<file path="src/rtl/moore_seq_gen.sv">
`default_nettype none
// ============================================================================
// Module      : moore_seq_gen
// Description : Moore-style serial pattern transmitter. Sends a PAT_W-bit
//               pattern MSB first, one bit per clock, repeated repeat_cnt
//               times (0 counts as 1). Every output is a registered state
//               output, so there is no combinational path from any input to
//               any output.
//
//               Optional build macro SEQ_GEN_GAP_EN: when defined, GAP_LEN
//               idle zero-bits (valid=0, busy=1) are inserted between
//               repetitions, never after the last one. The GAP_LEN parameter
//               exists only in that build.
//
// Ports       : clk        - system clock, rising edge
//               reset      - asynchronous reset, active low
//               start      - burst request, honoured only in IDLE
//               pattern_in - pattern to send (latched on start)
//               repeat_cnt - repetition count (latched on start)
//               data       - serial bit stream
//               valid      - data carries a pattern bit
//               busy       - burst in progress (SHIFT/GAP/DONE)
//               done       - one-cycle pulse after the last bit
//
// Revision    : 1.0 - initial release
// ============================================================================
module moore_seq_gen #(
    parameter int PAT_W   = 5,
    parameter int CNT_W   = 4
`ifdef SEQ_GEN_GAP_EN
    ,
    parameter int GAP_LEN = 2
`endif
) (
    input  logic             clk,
    input  logic             reset,
    input  logic             start,
    input  logic [PAT_W-1:0] pattern_in,
    input  logic [CNT_W-1:0] repeat_cnt,
    output logic             data,
    output logic             valid,
    output logic             busy,
    output logic             done
);

    localparam int c_IDX_W = (PAT_W > 1) ? $clog2(PAT_W) : 1;
    localparam logic [c_IDX_W-1:0] c_IDX_MAX = c_IDX_W'(PAT_W - 1);
    localparam logic [CNT_W-1:0]   c_REP_ONE = CNT_W'(1);

    localparam logic [1:0] c_IDLE  = 2'd0;
    localparam logic [1:0] c_SHIFT = 2'd1;
    localparam logic [1:0] c_DONE  = 2'd3;
`ifdef SEQ_GEN_GAP_EN
    localparam logic [1:0] c_GAP   = 2'd2;
    localparam int         c_GAP_W = (GAP_LEN > 0) ? $clog2(GAP_LEN + 1) : 1;
    localparam logic [c_GAP_W-1:0] c_GAP_LAST = c_GAP_W'(GAP_LEN - 1);
`endif

    logic [1:0]         r_state;
    logic [PAT_W-1:0]   r_pat;
    logic [c_IDX_W-1:0] r_idx;
    logic [CNT_W-1:0]   r_rep;

    logic [1:0]         w_state_nxt;
    logic [PAT_W-1:0]   w_pat_nxt;
    logic [c_IDX_W-1:0] w_idx_nxt;
    logic [CNT_W-1:0]   w_rep_nxt;

`ifdef SEQ_GEN_GAP_EN
    logic [c_GAP_W-1:0] r_gap_cnt;
    logic [c_GAP_W-1:0] w_gap_nxt;
`endif

    // Next-state and next-datapath logic. The outputs are registered from
    // these next values, so the bit selected here appears on data in the
    // very cycle the FSM sits in SHIFT with that index.
    always_comb begin
        w_state_nxt = r_state;
        w_pat_nxt   = r_pat;
        w_idx_nxt   = r_idx;
        w_rep_nxt   = r_rep;
`ifdef SEQ_GEN_GAP_EN
        w_gap_nxt   = r_gap_cnt;
`endif
        case (r_state)
            c_IDLE: begin
                if (start) begin
                    w_pat_nxt   = pattern_in;
                    w_rep_nxt   = (repeat_cnt == '0) ? c_REP_ONE : repeat_cnt;
                    w_idx_nxt   = c_IDX_MAX;
                    w_state_nxt = c_SHIFT;
                end
            end
            c_SHIFT: begin
                if (r_idx != '0) begin
                    w_idx_nxt = r_idx - 1'b1;
                end else if (r_rep > c_REP_ONE) begin
                    // More repetitions remain: rewind to the MSB.
                    w_rep_nxt = r_rep - 1'b1;
                    w_idx_nxt = c_IDX_MAX;
`ifdef SEQ_GEN_GAP_EN
                    if (GAP_LEN > 0) begin
                        w_gap_nxt   = '0;
                        w_state_nxt = c_GAP;
                    end
`endif
                end else begin
                    w_state_nxt = c_DONE;
                end
            end
`ifdef SEQ_GEN_GAP_EN
            c_GAP: begin
                if (r_gap_cnt == c_GAP_LAST) begin
                    w_state_nxt = c_SHIFT;
                end else begin
                    w_gap_nxt = r_gap_cnt + 1'b1;
                end
            end
`endif
            c_DONE: begin
                w_state_nxt = c_IDLE;
            end
            default: begin
                w_state_nxt = c_IDLE;
            end
        endcase
    end

    always_ff @(posedge clk or negedge reset) begin
        if (!reset) begin
            r_state <= c_IDLE;
            r_pat   <= '0;
            r_idx   <= c_IDX_MAX;
            r_rep   <= '0;
            data    <= 1'b0;
            valid   <= 1'b0;
            busy    <= 1'b0;
            done    <= 1'b0;
        end else begin
            r_state <= w_state_nxt;
            r_pat   <= w_pat_nxt;
            r_idx   <= w_idx_nxt;
            r_rep   <= w_rep_nxt;
            data    <= (w_state_nxt == c_SHIFT) ? w_pat_nxt[w_idx_nxt] : 1'b0;
            valid   <= (w_state_nxt == c_SHIFT);
            busy    <= (w_state_nxt != c_IDLE);
            done    <= (w_state_nxt == c_DONE);
        end
    end

`ifdef SEQ_GEN_GAP_EN
    always_ff @(posedge clk or negedge reset) begin
        if (!reset) begin
            r_gap_cnt <= '0;
        end else begin
            r_gap_cnt <= w_gap_nxt;
        end
    end
`endif

endmodule
`default_nettype wire

</file>
<file path="config.mk">
export PLATFORM = sky130hd
export DESIGN_NAME = moore_seq_gen
export DESIGN_NICKNAME = d
export VERILOG_FILES = /design/src/rtl/moore_seq_gen.sv
export SDC_FILE = /design/constraint.sdc
export NUM_CORES = 1
export LEC_CHECK = 0
export CORE_MARGIN = 8
export CORE_UTILIZATION = 54
export CTS_CLUSTER_SIZE = 16
export DETAILED_ROUTE_END_ITERATION = 12
export DONT_BUFFER_PORTS = 1
export PLACE_DENSITY_LB_ADDON = 0.05
export SYNTH_ARGS = -nofsm -noshare
export SYNTH_HDL_FRONTEND = slang
export SYNTH_SLANG_ARGS = --single-unit
</file>
<file path="constraint.sdc">
create_clock -name clk -period 1.74 [get_ports clk]
set_input_delay 0 -clock clk [delete_from_list [all_inputs] [get_ports clk]]
set_output_delay 0 -clock clk [all_outputs]
set_load 0.01 [all_outputs]
</file>
* After elaboration in Yosys (flattened, before gate mapping)
Index checks and enable logic that the tools add are counted.
** Storage, ports and cells
- Register bits :: 18
- Bits of input ports :: 12
- Output and inout port bits :: 4
- Logic and storage cells :: 42
** Operators by class
- Add/subtract/negate cells :: 2
- Magnitude comparators :: 2
- Equal/unequal tests :: 6
- Multiplexer cells :: 18
- Reduce and logical (&&, ||, !) cells :: 6
** Operators with widths (count)
- $mux W4 :: 4
- $mux W5 :: 2
- $mux W3 :: 3
- $pmux W4 S2 :: 1
- $mux W2 :: 3
- $ne A2 B2 Y1 const B :: 3
- $pmux W3 S2 :: 1
- $eq A2 B1 Y1 const B :: 2
- $gt A4 B1 Y1 const B :: 1
- $logic_not A4 Y1 :: 1
- $lt A3 B4 Y1 const B :: 1
- $pmux W2 S2 :: 1
- $reduce_and A4 Y1 :: 1
- $reduce_bool A2 Y1 :: 2
- $sub A4 B1 Y4 const B :: 1
- $bmux W1 S3 :: 1
- $reduce_bool A3 Y1 :: 1
- $sub A3 B1 Y3 const B :: 1
- $eq A2 B2 Y1 const B :: 1
- $logic_not A2 Y1 :: 1
- $mux W1 :: 2

* Logic depth before layout (Yosys ltp)
Gate-level depths: netlist of run 1.
- Word-level depth :: 7
- Depth in mapped cells :: 9

* Worst setup path before layout of run 1
No wires, ideal clock.
- Path kind :: register -> register
- Start point :: register r_rep[0]
- End point :: register r_rep[0]
- Setup time :: 0.080 ns
- Arrival :: 1.805 ns
- Data required time :: 1.660 ns
- Setup slack :: -0.145 ns
- Stages on the path, launching flop included :: 8
- Buffers on the path :: 0
- Clock period less this slack :: 1.885 ns
- Path through :: dfrtp_1 -> inv_1 -> ha_1 -> or2_4 -> a211o_1 -> a21o_4 -> or3_1 -> o211ai_2
** On the way
- Longest elaborated chain between the ends :: 4
- Elaborated cells on any way between the ends :: 7
- Those cells by class :: add/sub: 1; order compare: 1; eq/ne: 1; mux: 3; reduce/logical: 1
** Ends and longest elaborated chain
- start, declared :: RTL line 62 : logic [CNT_W-1:0] r_rep;
- start signal, assigned :: RTL line 143 : r_rep <= w_rep_nxt;
- $sub A4 B1 Y4 :: RTL line 99 : w_rep_nxt = r_rep - 1'b1;
- $mux W4 :: RTL line 97 : end else if (r_rep > c_REP_ONE) begin
- $mux W4 :: RTL line 95 : if (r_idx != '0) begin
- $pmux W4 S2 :: RTL line 85 : case (r_state)
Several ways; a longest one is shown, not always the timed one. The select of a mux whose other input is x is not followed.
A chain may end at the register's enable or synchronous reset.

* Worst setup path after layout of run 1
Ends and elaborated chain as after synthesis.

==> metrics, run 1 <==
Setup crit start kind=flop; HP Class=input port to flop; Post-synth EDFFs=0; Crit path required time=1.97 ns; Horiz. Die Dim=58.6 µm; drt total wl=2.04 mm; first-pass GRT wire length=3.37 mm; Layout Skew=0.00115 ns; Peak VDD IR=1.12 mV; final cell count without fillers=151; core area=1710 µm²; largest net degree at the start of global routing=19; Mean Syn Cell Area=10.2 µm²; Yosys top cell by area=dfrtp_1; Die Ht=58.6 µm; Remaining DRCs=0; I/O Buffers=0; Yosys top cell area share=43.4%; fin crit period=1.82 ns; vias per cell=5.44; synth unique cells=38; clock tree from TritonCTS=done; Internal=0.00150 W; Netlist Area Pre-Place=980 µm²; HP Start=repeat_cnt[3]; # IOs=16; Main synth FF type=dfrtp_1; commonest non-fill, non-tap cell in the layout=buf_4; initial antenna violation count=0; Area Growth Syn to Fin=31.2%; sequential area share after synthesis=46.1%; # diodes=0; Slew HR=47.5%; worst skew pair latency=0.30 ns; Max Fclk=0.550 GHz; hpwl dp=1.50 mm; FF-to-FF Start=r_rep[0]$_DFFE_PN0P_; WL/cell=13.5 µm; Starting Density=57.4%; vias=821; DRT iter0 DRCs=33; number of synthesized register bits=18; final setup violating endpoints=3; Total GRT Usage=13.1%; RD Place Congestion=0.836; P_sw=0.000940 W; critical path type=flop to flop; outcome=complete, but fails checks; RSZ-0062 raised after global routing=yes; Reg power frac=29.9%; Mapped Cells=96; most frequent cells in the layout=18 x buf_4, 17 x dfrtp_1, 10 x inv_1, 10 x nor2_1, 10 x dlygate4sd3_1; first drt pass iteration count=4; ANT nets after route=0; syn nets=112; Num Clock Sinks=18; dpl cells=135; clock power share=10.6%; number of CTS-inserted buffers=3; CP endpoint kind=flop; fillers=111; top cells by area, synth=dfrtp_1 43%, ha_1 5.1%, inv_1 4.2%; Max Slew Vio Count=0; Final nets=143; H-tree depth=1; crit path DAT=2.05 ns; MaxCap Viol Count=0; Setup WS post-layout=-0.0786 ns; Power Dens Cells=1890 nW/µm²; synth warn=0; Critical Path Fanout Max=4; cell leakage power=0.582 nW; crit path launch=r_rep[0]$_DFFE_PN0P_; Max Root-Sink Buffers=2; Overflow after GRT=0; Switching Fraction=38.6%; Place WS=-0.0510 ns; CTS Root Cell=clkbuf_4; clock-pin slew on the worst setup and hold paths=0.10 ns; Comb power frac=59.5%; Post-synth ARST share=100%; post-route clock period utilization=105%; Hold Violations, Final=0; failing checks=negative setup slack; die outline area=3430 µm²; vias in the first global route=777; share of cells above drive strength 1=29.4%; worst slew pin tran=0.784 ns; # rows=15
==> cells by family (layout without fill, tap and decap cells) <==
family          count (synthesis)  in the layout  synth area share, %
simple gates                   30             30                 17.1
fa+ha+maj                       4              4                 5.11
compound gates                 26             26                 20.2
mux                             5              5                 5.62
flops                          18             18                 46.1
buf+inv                        13             43                 5.87
==> worst paths after layout <==
kind	to	slack (ns)	cells past startpoint
min	r_rep[3]$_DFFE_PN0P_	0.01	3
min in group asynchronous	done$_DFF_PN0_	0.21	1
max reg2reg	r_rep[0]$_DFFE_PN0P_	-0.08	7
max	r_rep[0]$_DFFE_PN0P_	-0.08	7
min reg2reg	r_pat[2]$_DFF_PN0_	0.51	1
max in group asynchronous	valid$_DFF_PN0_	1.04	1
==> cell usage after synthesis (2+ instances only) <==
| cell | number |
|---|---|
| nand2b_1 | 2 |
| o21bai_1 | 3 |
| o21ai_0 | 4 |
| inv_1 | 11 |
| nand2_1 | 6 |
| mux2_2 | 3 |
| nor3_1 | 3 |
| nor2_1 | 10 |
| dfrtp_1 | 17 |
| ha_1 | 4 |
| a21oi_1 | 3 |
| a31oi_1 | 4 |
==> state kept, by name, indices dropped and copies added (netlist names) <==
signal and flops:
r_pat 5, r_rep 4, r_idx 3, data 1, r_state 2, done 1
busy 1, valid 1
==> power by group through the flow <==
stage               sequential, W  combinational [W]  clock, W
detailed placement       0.000735            0.00133         0
global placement         0.000729            0.00131         0
CTS                      0.000726            0.00139  0.000266
floorplan                0.000722           0.000910         0
finish                   0.000727            0.00145  0.000258
global route             0.000748            0.00161  0.000282
==> critical path, stage by stage (launching register included) <==
cell and delay [ns]:
dfrtp_1 0.39, inv_1 0.06, ha_2 0.17, or2_4 0.24, a211o_1 0.26, a21o_4 0.21, or3_4 0.36, o211ai_2 0.06
==> metal layers <==
layer,up-vias,wire length [µm],global-route usage [%]
met3,5,161,4.78
met1,389,943,15.9
met4,0,48,8.19
met2,28,886,19.2
li1,399,-,-
met5,-,0,0
==> through the flow <==
step | hold slack, ns | setup TNS, ns | area [µm²] | util, % | total power [W]
5_1_grt | 0.0372 | -0.500 | 1280 | 75.2 | 0.00264
6_report | 0.0128 | -0.146 | 1280 | 75.2 | 0.00243
2_1_floorplan | -0.296 | -0.0662 | 985 | - | 0.00163
3_5_place_dp | -0.295 | -0.0702 | 1120 | 65.6 | 0.00207
3_3_place_gp | -0.295 | -0.0153 | 1120 | 65.6 | 0.00204
4_1_cts | 0.00585 | -0.0769 | 1260 | 74.0 | 0.00238
==> final cells by class <==
| class | count | area, µm² | share of cell area [%] |
|---|---|---|---|
| sequential | 18 | 452 | 35.2 |
| tap | 25 | 31.3 | 2.43 |
| timing repair buffer | 28 | 235 | 18.3 |
| clock buffer | 4 | 36.3 | 2.82 |
| multi-input combinational | 65 | 489 | 38.1 |
| inverter | 11 | 41.3 | 3.21 |
==> repair_timing <==
item	in CTS	in global routing
setup buffers	1	1
endpoints found under the hold margin	28	0
hold buffers	10	0
pin swaps	1	1
endpoints found under the setup margin	3	5
resized for setup	0	5
Note: power is estimated with default switching activity, not from simulation.
==> run 2: changes to the inputs <==
CORE_UTILIZATION = 60   (was 54)
PLACE_DENSITY_LB_ADDON = 0.3   (was 0.05)
clock period = 2.3 ns   (was 1.74 ns; I/O delays follow)
==> metrics, run 2 (synthesized netlist as in run 1, its figures left out) <==
outcome=complete, no violations; Max Fclk=0.504 GHz (-8.3%); Final Cell Area=1120 µm² (-13%); H-tree depth=1 (unchanged); Hold Path Cell Cnt=3 (unchanged); # diodes=0 (unchanged); HP Class=input port to flop; Layout Skew=0.00238 ns (+0.00123 ns); ANT nets after route=0 (unchanged); Critical Path Fanout Max=9 (+5); CP Cell Sequence=inv_1 -> ha_1 -> or2_4 -> a211o_1 -> a21o_4 -> or3_1 -> o211ai_2; clock tree from TritonCTS=done; WL/cell=14.1 µm (+4.8%); total power=0.00157 W (-36%); flop2flop setup slack=0.32 ns (+0.40 ns); final cell count without fillers=124 (-18%); Largest Register=r_pat; number of CTS-inserted buffers=3 (unchanged); critical path depth=7 (unchanged); Buffers & Inverters on Critical Path=1 (unchanged); first-pass GRT wire length=3.12 mm (-7.4%); core area=1520 µm² (-11%); CTS Root Cell=clkbuf_4; Crit path required time=2.52 ns (+0.55 ns); first drt pass iteration count=4 (unchanged); dpl cells=110 (-19%); CP endpoint kind=flop; most frequent cells in the layout=17 x dfrtp_1, 11 x inv_1, 10 x nor2_1, 10 x dlygate4sd3_1, 6 x nand2_1; P_sw=0.000634 W (-33%); vias in the first global route=677 (-13%); worst reg-to-reg path cell count=7 (unchanged); I/O Buffers=0 (unchanged); crit path DAT=2.21 ns (+0.16 ns); Max Root-Sink Buffers=2 (unchanged); Max Slew Vio Count=0 (unchanged); Comb power frac=52.0% (-7.5 points); MaxCap Viol Count=0 (unchanged); clock power share=12.1% (+1.5 points); worst slew pin tran=0.784 ns (-0.000644 ns); hold path endpoint=r_rep[3]$_DFFE_PN0P_; Area Growth Syn to Fin=14.3%; Die Ht=56.4 µm (-3.7%); Final nets=125 (-13%); Hold Violations, Final=0 (unchanged); vias per cell=5.72 (+5.2%); Total GRT Usage=12.1% (-1.0 points); setup TNS=0 ns (+0.146 ns); Horiz. Die Dim=56.4 µm (-3.7%); hpwl dp=1.34 mm (-11%); Internal=0.000935 W (-37%); R2R Path End=r_rep[0]$_DFFE_PN0P_; final setup violating endpoints=0 (-3); cell leakage power=0.495 nW (-15%); fin crit period=1.98 ns (+0.164 ns); max reg flops=5 (unchanged); drt total wl=1.75 mm (-14%); # rows=14 (-1); Slew HR=47.6% (about the same); Remaining DRCs=0 (unchanged); crit-path max cell delay=0.41 ns (+0.02 ns); Peak VDD IR=0.934 mV (-16%); commonest non-fill, non-tap cell in the layout=dfrtp_1; CP delay by family, top=compound AO/OA/AOI/OAI gates; vias=709 (-14%); # IOs=16 (unchanged); Reg power frac=35.8% (+5.9 points); die outline area=3180 µm² (-7.3%); largest net degree at the start of global routing=19 (unchanged); dpl cell area=983 µm² (-12%); DRT iter0 DRCs=17 (-48%); FF-to-FF Start=r_rep[0]$_DFFE_PN0P_; critical path type=flop to flop; HP Start=repeat_cnt[3]; Switching Fraction=40.4% (+1.8 points); RD Place Congestion=0.818 (-2.2%); post-route clock period utilization=86.2% (-18 points); clock-pin slew on the worst setup and hold paths=0.10 ns (about the same); Overflow after GRT=0 (unchanged); top flop regs=r_pat x5, r_rep x4, r_idx x3; share of cells above drive strength 1=13.0% (-16 points); Setup crit start kind=flop; Starting Density=64.3% (+6.9 points); RSZ-0062 raised after global routing=no; fillers=102 (-8.1%); CP max stage cell=dfrtp_1; Power Dens Cells=1400 nW/µm² (-26%); number of buffers added for setup after CTS=0 (-1); initial antenna violation count=0 (unchanged); worst skew pair latency=0.29 ns (about the same); Num Clock Sinks=18 (unchanged)
-- run 2: timing repair --
action	in CTS	in global routing
resized for setup	0	0
setup endpoints to repair	0	0
hold buffers	10	0
hold endpoints to repair	28	0
-- run 2: worst min-delay path, cell delays in order --
cell and delay (ns):
nor2_1 0.02, a31oi_1 0.13, o21a_1 0.12
-- run 2: power groups by stage --
| stage | clock network [W] | logic (W) | registers [W] |
|---|---|---|---|
| CTS | 0.000196 | 0.000815 | 0.000563 |
| global route | 0.000212 | 0.000923 | 0.000585 |
| floorplan | 0 | 0.000685 | 0.000546 |
| global placement | 0 | 0.000775 | 0.000565 |
| detailed placement | 0 | 0.000791 | 0.000569 |
| finish | 0.000190 | 0.000816 | 0.000562 |
-- run 2: area by class of cell --
cell class	count	area, µm²	area share (%)
repair buffers	10	100	8.94
multi-input cells	65	470	42.0
flip-flops and latches	18	452	40.3
well taps	16	20.0	1.79
clock buffers	4	36.3	3.24
inverters	11	41.3	3.69
-- run 2: worst max path at each step --
stage / start / end / slack, ns
2_1_floorplan: r_rep[0]$_DFFE_PN0P_ / r_rep[0]$_DFFE_PN0P_ / 0.41
3_3_place_gp: r_rep[0]$_DFFE_PN0P_ / r_rep[0]$_DFFE_PN0P_ / 0.38
3_5_place_dp: r_rep[0]$_DFFE_PN0P_ / r_rep[0]$_DFFE_PN0P_ / 0.34
4_1_cts: r_rep[0]$_DFFE_PN0P_ / r_rep[0]$_DFFE_PN0P_ / 0.32
5_1_grt: r_idx[0]$_DFF_PN0_ / data$_DFF_PN0_ / 0.18
6_report: r_rep[0]$_DFFE_PN0P_ / r_rep[0]$_DFFE_PN0P_ / 0.32
-- run 2: layer usage --
layer  share of wire, %  track usage, %
met5                  0               0
met1                 49            16.0
met3                6.0            5.17
met2                 44            16.2
met4                1.7            6.19
-- run 2: stage by stage --
| stage | setup WS, ns | hold WS (ns) | util [%] |
|---|---|---|---|
| floorplan | 0.415 | -0.296 | - |
| global placement | 0.380 | -0.295 | 64.5 |
| detailed placement | 0.344 | -0.295 | 64.5 |
| CTS | 0.321 | 0.00191 | 73.5 |
| global route | 0.175 | 0.00508 | 73.5 |
| finish | 0.318 | 0.0114 | 73.5 |
